--- config.mk ---
export PLATFORM = sky130hd
export DESIGN_NAME = controller_poller_m
export DESIGN_NICKNAME = d
export VERILOG_FILES = /design/src/rtl/controller_pkg.sv /design/src/rtl/sync2_m.sv /design/src/rtl/controller_poller_m.sv
export SDC_FILE = /design/constraint.sdc
export NUM_CORES = 1
export LEC_CHECK = 0
export ABC_AREA = 1
export CAP_MARGIN = 15
export CORE_MARGIN = 2
export CORE_UTILIZATION = 50
export DETAILED_ROUTE_END_ITERATION = 10
export PLACE_DENSITY = 0.77
export SYNTH_ARGS = -nofsm -noshare
export SYNTH_HDL_FRONTEND = slang
export SYNTH_SLANG_ARGS = --single-unit
export TNS_END_PERCENT = 10
--- constraint.sdc ---
create_clock -name clk_12_5875 -period 1.8 [get_ports clk_12_5875]
set_clock_uncertainty 0.15 [all_clocks]
set_input_delay 0.36 -clock clk_12_5875 [delete_from_list [all_inputs] [get_ports clk_12_5875]]
set_output_delay 0.36 -clock clk_12_5875 [all_outputs]
set_load 0.005 [all_outputs]
--- src/rtl/controller_pkg.sv ---
// Shared definitions for the host-side gamepad poller: FSM states, button
// bit positions within a committed byte, and legal parameter ranges.
package controller_pkg;

    typedef enum logic [2:0] {
        IDLE,
        LATCH,
        GAP,
        LOW,
        HIGH,
        COMMIT
    } poll_state_t;

    localparam int unsigned BTN_W = 8;

    // First serial bit lands in bit 7.
    localparam int unsigned BTN_A      = 7;
    localparam int unsigned BTN_B      = 6;
    localparam int unsigned BTN_SELECT = 5;
    localparam int unsigned BTN_START  = 4;
    localparam int unsigned BTN_UP     = 3;
    localparam int unsigned BTN_DOWN   = 2;
    localparam int unsigned BTN_LEFT   = 1;
    localparam int unsigned BTN_RIGHT  = 0;

    localparam int unsigned HALF_PERIOD_MIN  = 4;
    localparam int unsigned HALF_PERIOD_MAX  = 255;
    localparam int unsigned LATCH_HALVES_MIN = 1;
    localparam int unsigned LATCH_HALVES_MAX = 255;

endpackage

--- src/rtl/sync2_m.sv ---
// Two-flop synchroniser for an asynchronous pad input, with a selectable
// reset value so an idle active-low line resets to its inactive level.
module sync2_m #(
    parameter logic RESET_VAL = 1'b1
) (
    input  logic clk_i,
    input  logic rst_i,
    input  logic d_i,
    output logic q_o
);

    logic meta_q;
    logic sync_q;

    always_ff @(posedge clk_i) begin
        if (rst_i) begin
            meta_q <= RESET_VAL;
            sync_q <= RESET_VAL;
        end else begin
            meta_q <= d_i;
            sync_q <= meta_q;
        end
    end

    assign q_o = sync_q;

endmodule

--- src/rtl/controller_poller_m.sv ---
// Host-side serial gamepad reader: latches two shift-register controllers,
// clocks out 8 bits from each and commits both button bytes atomically.
module controller_poller_m
    import controller_pkg::*;
#(
    parameter int unsigned HALF_PERIOD  = 8,
    parameter int unsigned LATCH_HALVES = 2
) (
    input  logic       clk_12_5875,
    input  logic       rst,
    input  logic       start,
    output logic       controller_clk,
    output logic       controller_clk_out_enable,
    output logic       controller_latch,
    input  logic       controller_1_data_in_B,
    input  logic       controller_2_data_in_B,
    output logic [7:0] controller_1_buttons_out,
    output logic [7:0] controller_2_buttons_out,
    output logic       busy,
    output logic       done
);

    localparam int unsigned CNT_W = 8;
    localparam int unsigned BIT_W = 3;
    localparam logic [CNT_W-1:0] CNT_LAST  = CNT_W'(HALF_PERIOD - 1);
    localparam logic [CNT_W-1:0] HALF_LAST = CNT_W'(LATCH_HALVES - 1);
    localparam logic [BIT_W-1:0] BIT_LAST  = BIT_W'(BTN_W - 1);

    if ((HALF_PERIOD < HALF_PERIOD_MIN) || (HALF_PERIOD > HALF_PERIOD_MAX)) begin : g_half_period_check
        $error("controller_poller_m: HALF_PERIOD must be within 4..255");
    end
    if ((LATCH_HALVES < LATCH_HALVES_MIN) || (LATCH_HALVES > LATCH_HALVES_MAX)) begin : g_latch_halves_check
        $error("controller_poller_m: LATCH_HALVES must be within 1..255");
    end

    poll_state_t      state_q, state_d;
    logic [CNT_W-1:0] cnt_q, cnt_d;
    logic [CNT_W-1:0] half_q, half_d;
    logic [BIT_W-1:0] bit_q, bit_d;
    logic [BTN_W-1:0] shadow1_q, shadow1_d;
    logic [BTN_W-1:0] shadow2_q, shadow2_d;
    logic [BTN_W-1:0] buttons1_q, buttons1_d;
    logic [BTN_W-1:0] buttons2_q, buttons2_d;
    logic             clk_q, clk_d;
    logic             latch_q, latch_d;
    logic             busy_q, busy_d;
    logic             done_q, done_d;

    logic data1_b;
    logic data2_b;
    logic tick;

    sync2_m #(.RESET_VAL(1'b1)) u_sync1 (
        .clk_i (clk_12_5875),
        .rst_i (rst),
        .d_i   (controller_1_data_in_B),
        .q_o   (data1_b)
    );

    sync2_m #(.RESET_VAL(1'b1)) u_sync2 (
        .clk_i (clk_12_5875),
        .rst_i (rst),
        .d_i   (controller_2_data_in_B),
        .q_o   (data2_b)
    );

    assign tick = (cnt_q == CNT_LAST);

    // Next state; pad outputs are decoded from the next state so they are
    // registered yet aligned with the state they belong to.
    always_comb begin
        state_d    = state_q;
        half_d     = half_q;
        bit_d      = bit_q;
        shadow1_d  = shadow1_q;
        shadow2_d  = shadow2_q;
        buttons1_d = buttons1_q;
        buttons2_d = buttons2_q;

        if ((state_q == IDLE) || (state_q == COMMIT) || tick) begin
            cnt_d = '0;
        end else begin
            cnt_d = cnt_q + CNT_W'(1);
        end

        case (state_q)
            IDLE: begin
                if (start) begin
                    state_d = LATCH;
                    half_d  = '0;
                    bit_d   = '0;
                end
            end
            LATCH: begin
                if (tick) begin
                    if (half_q == HALF_LAST) begin
                        state_d = GAP;
                    end else begin
                        half_d = half_q + CNT_W'(1);
                    end
                end
            end
            GAP: begin
                if (tick) begin
                    state_d = LOW;
                    bit_d   = '0;
                end
            end
            LOW: begin
                if (tick) begin
                    shadow1_d = {shadow1_q[BTN_W-2:0], ~data1_b};
                    shadow2_d = {shadow2_q[BTN_W-2:0], ~data2_b};
                    state_d   = HIGH;
                end
            end
            HIGH: begin
                if (tick) begin
                    if (bit_q == BIT_LAST) begin
                        // Load on the edge into COMMIT so bytes and done appear together.
                        state_d    = COMMIT;
                        buttons1_d = shadow1_q;
                        buttons2_d = shadow2_q;
                    end else begin
                        bit_d   = bit_q + BIT_W'(1);
                        state_d = LOW;
                    end
                end
            end
            COMMIT: begin
                state_d = IDLE;
            end
            default: begin
                state_d = IDLE;
            end
        endcase

        clk_d   = (state_d == HIGH);
        latch_d = (state_d == LATCH);
        busy_d  = (state_d == LATCH) || (state_d == GAP) ||
                  (state_d == LOW)   || (state_d == HIGH);
        done_d  = (state_d == COMMIT);
    end

    always_ff @(posedge clk_12_5875) begin
        if (rst) begin
            state_q    <= IDLE;
            cnt_q      <= '0;
            half_q     <= '0;
            bit_q      <= '0;
            shadow1_q  <= '0;
            shadow2_q  <= '0;
            buttons1_q <= '0;
            buttons2_q <= '0;
            clk_q      <= 1'b0;
            latch_q    <= 1'b0;
            busy_q     <= 1'b0;
            done_q     <= 1'b0;
        end else begin
            state_q    <= state_d;
            cnt_q      <= cnt_d;
            half_q     <= half_d;
            bit_q      <= bit_d;
            shadow1_q  <= shadow1_d;
            shadow2_q  <= shadow2_d;
            buttons1_q <= buttons1_d;
            buttons2_q <= buttons2_d;
            clk_q      <= clk_d;
            latch_q    <= latch_d;
            busy_q     <= busy_d;
            done_q     <= done_d;
        end
    end

    assign controller_clk            = clk_q;
    assign controller_latch          = latch_q;
    assign busy                      = busy_q;
    assign controller_clk_out_enable = busy_q;
    assign done                      = done_q;
    assign controller_1_buttons_out  = buttons1_q;
    assign controller_2_buttons_out  = buttons2_q;

endmodule

==> out/summary.txt, run 1 <==
status: complete, no violations
CP max stage delay: 0.34 ns
clock root cell: clkbuf_8
count of cell types in the netlist: 33
Main synth FF type: dfxtp_1
total chip power: 2858 uW
Final Setup Violations: 0
Routed WL: 4946 um
via count: 2255
crit path kind: reg -> reg
slowest stage cell, crit path: dfxtp_2
Post-synth EDFFs: 0
vias in the first global route: 1988
Syn Inst Count: 362
Worst Setup Start Kind: flop
Max Cap Viol: 0
RD Place Congestion: 0.9378
Die Width: 77.64 um
Routed Antenna Nets: 0
clock latency at the later pin of the worst-skew pair: 0.34 ns
Multi-input gate area: 0.001260 sq mm
Critical Path Sink Type: flop
Avg Cell Area, Syn: 7.490 sq um
CP top delay family: simple AND/OR/NAND/NOR gates
Tot GR Track Use: 17.67%
die area: 0.006028 sq mm
Hold WS: 0.2481 ns
maximum number of pins on one net before global-route repair: 34
FFs w/ async S/R, synth: 0%
#FFs+latches synth: 62
Register Area: 0.001245 sq mm
placed inst area: 0.003065 sq mm
max-slew violation count: 0
Syn Nets: 372
DP HPWL: 3467 um
yosys warns: 0
CTS Buf Count: 9
synth-to-layout area growth: 21.41%
crit path DAT: 1.77 ns
CTS tree: built
cells along the critical path: ha_4 > nand3_2 > nor2_4 > buf_6 > buf_4 > nor2_1 > nor2_1 > o21ai_0 > nor2_1
first-pass GRT wire length: 8549 um
Final Hold Viols: 0
FMAX: 0.5858 GHz
cell mode on critical path: nor2_1
Leak: 0.001326 uW
Clock Path Buffers: 2
share of cells above drive strength 1: 14.96%
synthesized area: 0.002711 sq mm
Core Footprint: 0.005172 sq mm
number of inserted diodes: 0
Tmin final: 1.707 ns
Cell Rows: 26
H-tree depth: 3
Slew headroom: 70.66%
IO Port Bufs: 25
crit path max fanout: 6
buffers plus inverters on the worst setup path: 2
DP Worst Slack: 0.02726 ns
Die Y-Extent: 77.64 um
CP required: 1.87 ns
GRT overflow: 0
NumNets Final: 406
drt pass-1 iters: 4
initial DRC count: 130
drt drc: 0
Seq/Total Area, Yosys: 45.78%
io pins: 26
Final period util: 94.84%
initial antenna violation count: 0
initial core utilization: 52.42%
final core utilization: 63.64%
leading cell types in the layout, fill and taps excluded: nor2_1 (62), dfxtp_1 (59), nand2_1 (54)
Avg Vias per Cell: 4.788
fin area: 0.003292 sq mm
Max rail drop VDD: 0.5826 mV
clock-pin slew on the worst setup and hold paths: 0.07 ns
commonest non-fill, non-tap cell in the layout: nor2_1
fill cell count: 431
worst slew pin tran: 0.4368 ns
average routed wire per standard cell: 10.50 um
Pwr Density: 868.3 mW/mm^2
clock sinks: 62
worst hold path class: reg -> reg
final worst setup slack: 0.09292 ns
where the power goes:
| group | switching (uW) | internal [uW] |
|---|---|---|
| Sequential | 18.8 | 1400 |
| Clock | 547 | 637 |
| Combinational | 156 | 99.3 |
| Total | 722 | 2140 |
sequential cells by signal, summed over array words and instances, names as in the netlist:
signal / cells
u_sync2.q_o: 1
busy: 1
u_sync2.meta_q: 1
done: 1
controller_latch: 1
cnt_q: 8
controller_1_buttons_out: 8
u_sync1.q_o: 1
half_q: 8
u_sync1.meta_q: 1
controller_2_buttons_out: 8
shadow2_q: 8
controller_clk: 1
state_q: 3
bit_q: 3
shadow1_q: 8
Yosys cell counts, drive strengths merged (4+ instances only):
cell,number,area share (%)
a21oi,27,5.0
buf,6,1.5
clkbuf,6,0.88
dfxtp,62,46
ha,5,2.3
inv,45,6.2
nand2,62,9.7
nand3,18,3.7
nor2,74,13
nor3b,4,1.1
o21ai,35,6.6
or2,5,1.2
cell families (layout without fill, tap and decap cells):
family	after synthesis	after routing	share of synthesized area [%]
fa+ha+maj	5	5	2.307
simple gates	171	171	30.36
flops	62	62	45.78
compound gates	65	65	12.32
xor+xnor	2	2	0.6462
buf+inv	57	96	8.583
timing repair:
item                                    CTS  global route
endpoints found under the setup margin    0            34
hold buffers                              0             0
setup buffers                             0             1
gates resized for setup                   0             8
worst paths after layout:
check | startpoint | slack [ns] | cells after the start | to
worst max-delay path | cnt_q[1] | 0.09 | 9 | controller_latch
worst min-delay path | u_sync2.q_o | 0.25 | 1 | shadow2_q[0]
worst max register to register | cnt_q[1] | 0.09 | 9 | controller_latch
worst min register to register | u_sync2.q_o | 0.25 | 1 | shadow2_q[0]
layout make-up:
class	instances	share of cell area, %
Clock inverter	6	1.862
Tap cell	70	2.661
Clock buffer	10	3.877
Timing Repair Buffer	35	10.38
Inverter	45	5.131
Multi-Input combinational cell	243	38.27
Sequential cell	62	37.82
per-stage QoR:
stage	TNS, ns	instances
2_1_floorplan	0	362
3_3_place_gp	0	454
3_5_place_dp	0	454
4_1_cts	0	470
5_1_grt	-0.006163	471
6_report	0	471
routing by layer:
metal / routed length (um) / share of wire (%) / GRT usage (%)
met1: 2432 / 49 / 22.89
met2: 2212 / 45 / 26.55
met3: 207 / 4.2 / 4.535
met4: 94 / 1.9 / 10.18
met5: 0 / 0 / 0
(Power assumes the default switching activity.)
==> run 2, diff against run 1 <==
--- a/config.mk
+++ b/config.mk
@@ -10,6 +10,7 @@
 export CORE_MARGIN = 2
 export CORE_UTILIZATION = 50
 export DETAILED_ROUTE_END_ITERATION = 10
+export GPL_TIMING_DRIVEN = 0
 export PLACE_DENSITY = 0.77
 export SYNTH_ARGS = -nofsm -noshare
 export SYNTH_HDL_FRONTEND = slang
==> run 2 against run 1 <==
Compared with the run above: power rose by 7.1%; final area rose by 2.0%; cell count rose by 0.42%; wire length rose by 4.0%; flip-flop and latch count did not move; sequential power barely moved; combinational power barely moved; maximum frequency fell by 2.0%; largest power group unchanged; highest routed layer unchanged.
==> out/summary.txt, run 2 (synthesis results as in run 1) <==
cells along the critical path: ha_4 > nand3_4 > nor2_4 > buf_6 > nand2_2 > nand2_2 > nand2_2 > nor2_4 > nand2_1 > nand2_1 > nor2_1
clock sinks: 62
Core Footprint: 0.005172 sq mm
crit path DAT: 1.82 ns
die area: 0.006028 sq mm
Global Route met3 Usage: 4.186%
GRT busiest layer: met2
initial core utilization: 52.42%
vias in the first global route: 2069
crit path max fanout: 6
initial antenna violation count: 0
Slew headroom: 67.78%
Final Hold Viols: 0
Max Cap Viol: 0
Final Setup Violations: 0
Avg Vias per Cell: 4.812
CTS Hold Bufs: 0
Worst Setup Start Kind: flop
cell mode on critical path: nand2_2
Clock Path Buffers: 2
NumNets Final: 408
drt pass-1 iters: 4
Placed Cells: 457
Hold WS: 0.2538 ns
DP Worst Slack: -0.4396 ns
GRT overflow: 0
first-pass GRT wire length: 8838 um
fin cells: 473
crit path kind: reg -> reg
Hold Startpoint: u_sync1.q_o
CP max stage delay: 0.37 ns
CP required: 1.88 ns
H-tree depth: 3
DP HPWL: 3575 um
initial DRC count: 129
clock root cell: clkbuf_8
# Post-CTS Setup Buffers: 0
Leak: 0.001339 uW
status: complete, no violations
commonest non-fill, non-tap cell in the layout: nor2_1
worst slew pin tran: 0.4832 ns
origin of the worst setup path: cnt_q[1]
Final period util: 96.78%
Pwr Density: 912.1 mW/mm^2
Max rail drop VDD: 0.6140 mV
Cell Rows: 26
via count: 2276
maximum number of pins on one net before global-route repair: 13
Tot GR Track Use: 18.32%
Register Area: 0.001246 sq mm
clock-pin slew on the worst setup and hold paths: 0.07 ns
RD Place Congestion: 0.8033
drt drc: 0
worst hold path class: reg -> reg
FMAX: 0.5740 GHz
leading cell types in the layout, fill and taps excluded: nor2_1 (62), dfxtp_1 (60), nand2_1 (52)
IO Port Bufs: 25
share of cells above drive strength 1: 15.63%
CTS tree: built
grt met1 use: 22.72%
Routed Antenna Nets: 0
RSZ-0062 raised after global routing: yes
final worst setup slack: 0.05795 ns
met2 Usage GRT: 30.09%
CTS Buf Count: 9
Multi-input gate area: 0.001287 sq mm
Critical Path Sink Type: flop
synth-to-layout area growth: 23.81%
Die Width: 77.64 um
Routed WL: 5144 um
worst r2r src: cnt_q[1]
slowest stage cell, crit path: dfxtp_2
setup tns final: 0 ns
clock latency at the later pin of the worst-skew pair: 0.33 ns
Die Y-Extent: 77.64 um
io pins: 26
fill cell count: 424
Tmin final: 1.742 ns
max-slew violation count: 0
average routed wire per standard cell: 10.88 um
number of inserted diodes: 0
==> run 2: area by class of cell <==
class	instances	share of cell area, %
Clock inverter	5	2.423
Sequential cell	62	37.12
Timing Repair Buffer	26	7.678
Buffer	11	2.274
Inverter	45	5.032
Multi-Input combinational cell	243	38.35
Clock buffer	11	4.510
Tap cell	70	2.609
==> run 2: report_power, final <==
| part | internal, uW | switching (uW) | total [uW] |
|---|---|---|---|
| sequential | 1400 | 18.8 | 1420 |
| clock | 855 | 532 | 1390 |
| combinational | 97.8 | 158 | 256 |
==> run 2: critical path, delay by kind of cell (launching register included) <==
kind	cells	cell delay, ns
adders and majority gates	1	0.17
and+or+nand+nor	9	0.79
buffers and inverters	1	0.16
DFF	1	0.37
==> run 2: stage by stage <==
stage | cell area [sq um] | power [uW] | util, %
2_1_floorplan | 2711 | 1635 | -
3_3_place_gp | 3049 | 1697 | 58.95
3_5_place_dp | 3049 | 1702 | 58.95
4_1_cts | 3307 | 3086 | 63.93
5_1_grt | 3357 | 3187 | 64.90
6_report | 3357 | 3062 | 64.90
==> run 2: worst paths after layout <==
| kind | end | slack [ns] | depth (start not counted) |
|---|---|---|---|
| worst min-delay path | shadow1_q[0] | 0.25 | 1 |
| worst min register to register | shadow1_q[0] | 0.25 | 1 |
| worst max register to register | bit_q[0] | 0.06 | 11 |
| worst max-delay path | bit_q[0] | 0.06 | 11 |
==> run 2: repair_timing <==
item                                    CTS  global route
gates cloned                              1             0
pin swaps                                 1             4
resized for setup                        12            16
endpoints found under the setup margin   32            43
endpoints found under the hold margin     0             0
==> run 2: layer usage <==
metal / wire length (um) / up-vias / share of wire [%]
li1: - / 1224 / -
met1: 2490 / 1006 / 48
met2: 2392 / 40 / 47
met3: 199 / 6 / 3.9
met4: 62 / 0 / 1.2
met5: 0 / - / 0
==> RTL change 1, RTL diff (config.mk and constraints of run 1) <==
Register the output `controller_1_buttons_out` once more, cleared by the reset; this adds one clock of latency there. The other outputs are not delayed to match.
--- a/src/rtl/controller_poller_m.sv
+++ b/src/rtl/controller_poller_m.sv
@@ -176,7 +176,13 @@
     assign busy                      = busy_q;
     assign controller_clk_out_enable = busy_q;
     assign done                      = done_q;
-    assign controller_1_buttons_out  = buttons1_q;
+    always_ff @(posedge clk_12_5875) begin
+        if (rst) begin
+            controller_1_buttons_out <= '0;
+        end else begin
+            controller_1_buttons_out <= buttons1_q;
+        end
+    end
     assign controller_2_buttons_out  = buttons2_q;
 
 endmodule
Formal check against the unedited RTL: no difference found for any inputs over 10 cycles, from zero or initial values and one cycle with rst high; that may be too few to reach the edited logic, so the function may still have changed.
==> RTL change 1 against run 1 <==
Cell area up 6.3%; largest cell class is now sequential cells; largest power group unchanged; routed wire length increased by 7.4%; sequential power up 11%; setup slack worse by 0.0035 ns; highest routed layer unchanged; sequential cell count grew 8; power is 5.5% higher; area after synthesis increased by 8.8%; first-iteration DRC count down 23%; non-clock buffer count shrank 1; count of clock-buffer cells in the layout fell by 1; clock power increased by 6%.
==> RTL change 1: results (changes against run 1) <==
stage	metric	value	unit	change
critical_path	WP data arrival	1.20	ns	-0.57 ns
yosys	ys flop type	dfxtp_1		
finish	Antenna Cells	0		unchanged
grt	Total GRT Usage	17.7	%	+0.043 points
routing	drt wl/cell	11.1	um	+5.8%
finish	filler instances	506		+17%
critical_path	delay-heaviest family, CP	buffers and inverters		
yosys	top cells by area, synth	dfxtp_1 (48%), nor2_1 (7.5%), nand2_1 (5.7%)		
placement	Routability Congestion	0.815		-13%
finish	share of layout cells above drive strength 1	15.3	%	+0.31 points
grt	initial antenna violation count	0		unchanged
grt	largest net degree at the start of global routing	34		unchanged
placement	estimated wirelength of the detail-placed design	3580	um	+3.3%
yosys	Seq/Total Area, Yosys	47.5	%	+1.7 points
cts	number of gates resized after CTS	0		unchanged
critical_path	Slowest cell on crit path	clkdlybuf4s50_1		
yosys	Post-Synth Adder-Cell Area	2.12	%	-0.19 points
finish	nets	411		+1.2%
cts	CTS H-tree lvls	3		unchanged
pwr	LEAKAGE	0.00137	uW	+3.3%
cts	clk slew on worst S/H paths	0.07	ns	about the same
critical_path	CP peak stage delay	0.52	ns	+0.18 ns
yosys	Yosys cell types	35		+6.1%
routing	DR vias/cell	4.95		+3.3%
placement	DP Worst Slack	0.0412	ns	+0.0139 ns
cts	Root Buffer Master	clkbuf_8		
yosys	Compound-Gate Fraction of Synth Area	12.5	%	+0.15 points
yosys	synth cell count leaders	dfxtp_1 (70), nor2_1 (59), nand2_1 (45), inv_1 (40), a21oi_1 (27)		
status	status	completed		
sta	Worst slew margin	73.1	%	+2.5 points
yosys	syn nets	379		+1.9%
cts	postcts setup bufs	0		unchanged
critical_path	CP Max Fanout	2		-4
routing	First DRT Iteration DRCs	100		-23%
yosys	multiplexer share of the synthesized area	0	%	unchanged
sta	Hold Violations, Final	0		unchanged
grt	global-route wire length before repair	8870	um	+3.8%
pwr	worst vdd ir	0.536	mV	-8.0%
yosys	Post-Synth XOR/XNOR Area	0.594	%	-0.052 points
grt	number of global-route vias before repair	2034		+2.3%
cts	CTS Buf Count	9		unchanged
[RTL change 1: final timing paths]
kind                               start                           to  slack, ns  cells past startpoint
max reg2reg                     cnt_q[1]                buttons1_q[7]       0.09                      8
min reg2reg                  u_sync2.q_o                 shadow2_q[0]       0.25                      1
min                          u_sync2.q_o                 shadow2_q[0]       0.25                      1
max          controller_2_buttons_out[0]  controller_2_buttons_out[0]       0.09                      1
[RTL change 1: area by class of cell]
cell class	count	area, um2	area share (%)
Sequential cell	70	1400	40.0
Multi-Input combinational cell	238	1270	36.3
Timing Repair Buffer	34	355	10.2
Inverter	48	185	5.29
Clock buffer	9	124	3.54
Tap cell	72	90.1	2.57
Clock inverter	7	72.6	2.07
[RTL change 1: per-layer routing]
| layer | global-route usage (%) | vias up | part of all wire [%] |
|---|---|---|---|
| li1 | - | 1252 | - |
| met1 | 21.0 | 1061 | 47 |
| met2 | 29.5 | 41 | 48 |
| met3 | 3.78 | 10 | 3.3 |
| met4 | 10.3 | 0 | 2.4 |
| met5 | 0 | - | 0 |
[RTL change 1: power by group]
group | switching, uW | internal, uW
combinational | 109 | 81.7
clock | 609 | 641
sequential | 11.9 | 1560
[RTL change 1: stage by stage]
stage | instances | total power, uW | hold slack, ns | area, um2 | util, %
floorplan | 369 | 1740 | 0.233 | 2950 | -
CTS | 478 | 3040 | 0.252 | 3490 | 62.2
global route | 478 | 3120 | 0.268 | 3500 | 62.4
detailed placement | 462 | 1800 | 0.242 | 3290 | 58.7
finish | 478 | 3020 | 0.248 | 3500 | 62.4
global placement | 462 | 1790 | 0.237 | 3290 | 58.7
[RTL change 1: cell families (layout without fill, tap and decap cells)]
kind of cell | after synthesis | in the layout
buf+inv | 61 | 98
flops | 70 | 70
xor+xnor | 2 | 2
simple gates | 162 | 162
compound gates | 69 | 69
fa+ha+maj | 5 | 5
==> RTL change 2, RTL diff (flow settings as in run 1) <==
Made on the original files. Set the localparam `CNT_W` to 9 (it was 8).
--- a/src/rtl/controller_poller_m.sv
+++ b/src/rtl/controller_poller_m.sv
@@ -20,7 +20,7 @@
     output logic       done
 );
 
-    localparam int unsigned CNT_W = 8;
+    localparam int unsigned CNT_W = 9;
     localparam int unsigned BIT_W = 3;
     localparam logic [CNT_W-1:0] CNT_LAST  = CNT_W'(HALF_PERIOD - 1);
     localparam logic [CNT_W-1:0] HALF_LAST = CNT_W'(LATCH_HALVES - 1);
Behaviour: same outputs for any inputs over 10 cycles, from zero or initial values and one cycle with rst high; that may be too few to reach the edited logic, so the function may still have changed.
==> RTL change 2 against run 1 <==
First-iteration DRC count is 18% lower; synthesized cell count is 4.4% higher; cell area is 5.4% higher; setup slack better by 0.017 ns; critical path depth is 8 lower; power is 7.3% higher; combinational power is 14% lower; non-clock buffer count is 2 lower; area after synthesis is 6.4% higher; routed wire length is 16% higher; sequential cell count is 2 higher; critical endpoint is now controller_1_buttons_out[5].
==> RTL change 2: results (changes against run 1) <==
stage	metric	value	unit	change
routing	First DRT Iteration DRCs	106		-18%
yosys	Seq/Total Area, Yosys	44.4	%	-1.4 points
placement	# port buffers	25		unchanged
yosys	Compound-Gate Fraction of Synth Area	10.5	%	-1.8 points
finish	share of layout cells above drive strength 1	17.5	%	+2.6 points
routing	vias post-DR	2450		+8.6%
critical_path	delay-heaviest family, CP	buffers and inverters		
yosys	synth cell count leaders	nand2_1 (76), dfxtp_1 (64), nor2_1 (63), a21oi_1 (27), inv_1 (24)		
pwr	LEAKAGE	0.00148	uW	+11%
status	status	completed		
grt	Total GRT Usage	19.4	%	+1.8 points
yosys	syn nets	388		+4.3%
yosys	Post-Synth Adder-Cell Area	2.17	%	-0.14 points
yosys	Post-Synth XOR/XNOR Area	1.82	%	+1.2 points
sta	Worst slew margin	82.2	%	+12 points
finish	commonest non-fill, non-tap cell in the layout	nand2_1		
placement	DP Worst Slack	0.0271	ns	-0.000189 ns
pwr	worst vdd ir	0.547	mV	-6.2%
routing	DRT Wirelength	5720	um	+16%
placement	estimated wirelength of the detail-placed design	3990	um	+15%
critical_path	CP peak stage delay	0.51	ns	+0.17 ns
critical_path	WP data arrival	1.18	ns	-0.59 ns
pwr	switching pwr	751	uW	+4.0%
placement	Routability Congestion	0.838		-11%
critical_path	Slowest cell on crit path	clkdlybuf4s50_1		
routing	Pre-Repair DR Iteration Count	6		+2
critical_path	CP Max Fanout	2		-4
grt	number of global-route vias before repair	2285		+15%
finish	nets	421		+3.7%
grt	global-route wire length before repair	9860	um	+15%
grt	largest net degree at the start of global routing	24		-29%
## RTL change 2: changes by cell type after synthesis, sizes merged, moves of 3 or more
cell	delta
nor3b	-3
nand2	+23
inv	-15
nand3	+7
o21ai	-12
xor2	+6
nor2	+7
## RTL change 2: metrics by stage
stage	cells	total power (uW)	instance area, um2
floorplan	378	1630	2890
global placement	471	1690	3220
detailed placement	471	1700	3220
CTS	487	3090	3450
global route	488	3180	3470
finish	488	3070	3470
## RTL change 2: cells by family (layout without fill, tap and decap cells)
family | Yosys count | after routing
AOI/OAI and AO/OA | 55 | 55
xor gates and xnor gates | 6 | 6
buffers and inverters | 42 | 80
and+or+nand+nor | 206 | 206
DFF | 64 | 64
adders and majority gates | 5 | 5
## RTL change 2: final cells by class
class / count / area [um2]
Inverter: 31 / 120
Clock buffer: 9 / 124
Multi-Input combinational cell: 272 / 1420
Fill cell: 487 / 2070
Sequential cell: 64 / 1280
Clock inverter: 7 / 104
Tap cell: 72 / 90.1
Timing Repair Buffer: 33 / 323
## RTL change 2: path summary, 6_finish.rpt
check	from	end	slack [ns]	cells after the start
worst max-delay path	controller_1_buttons_out[5]	controller_1_buttons_out[5]	0.11	1
worst min-delay path	u_sync1.meta_q	u_sync1.q_o	0.25	1
worst max register to register	cnt_q[0]	busy	0.11	10
worst min register to register	u_sync1.meta_q	u_sync1.q_o	0.25	1
## RTL change 2: power by group through the flow
stage | clock network (uW) | logic [uW] | registers [uW]
floorplan | 0 | 149 | 1480
global placement | 0 | 208 | 1490
detailed placement | 0 | 212 | 1490
CTS | 1420 | 214 | 1450
global route | 1480 | 244 | 1460
finish | 1390 | 220 | 1450
## RTL change 2: layer usage
layer | GRT usage, % | wire length [um]
met5 | 0 | 0
met4 | 7.63 | 73
met3 | 3.73 | 151
met2 | 32.7 | 2790
met1 | 24.4 | 2700
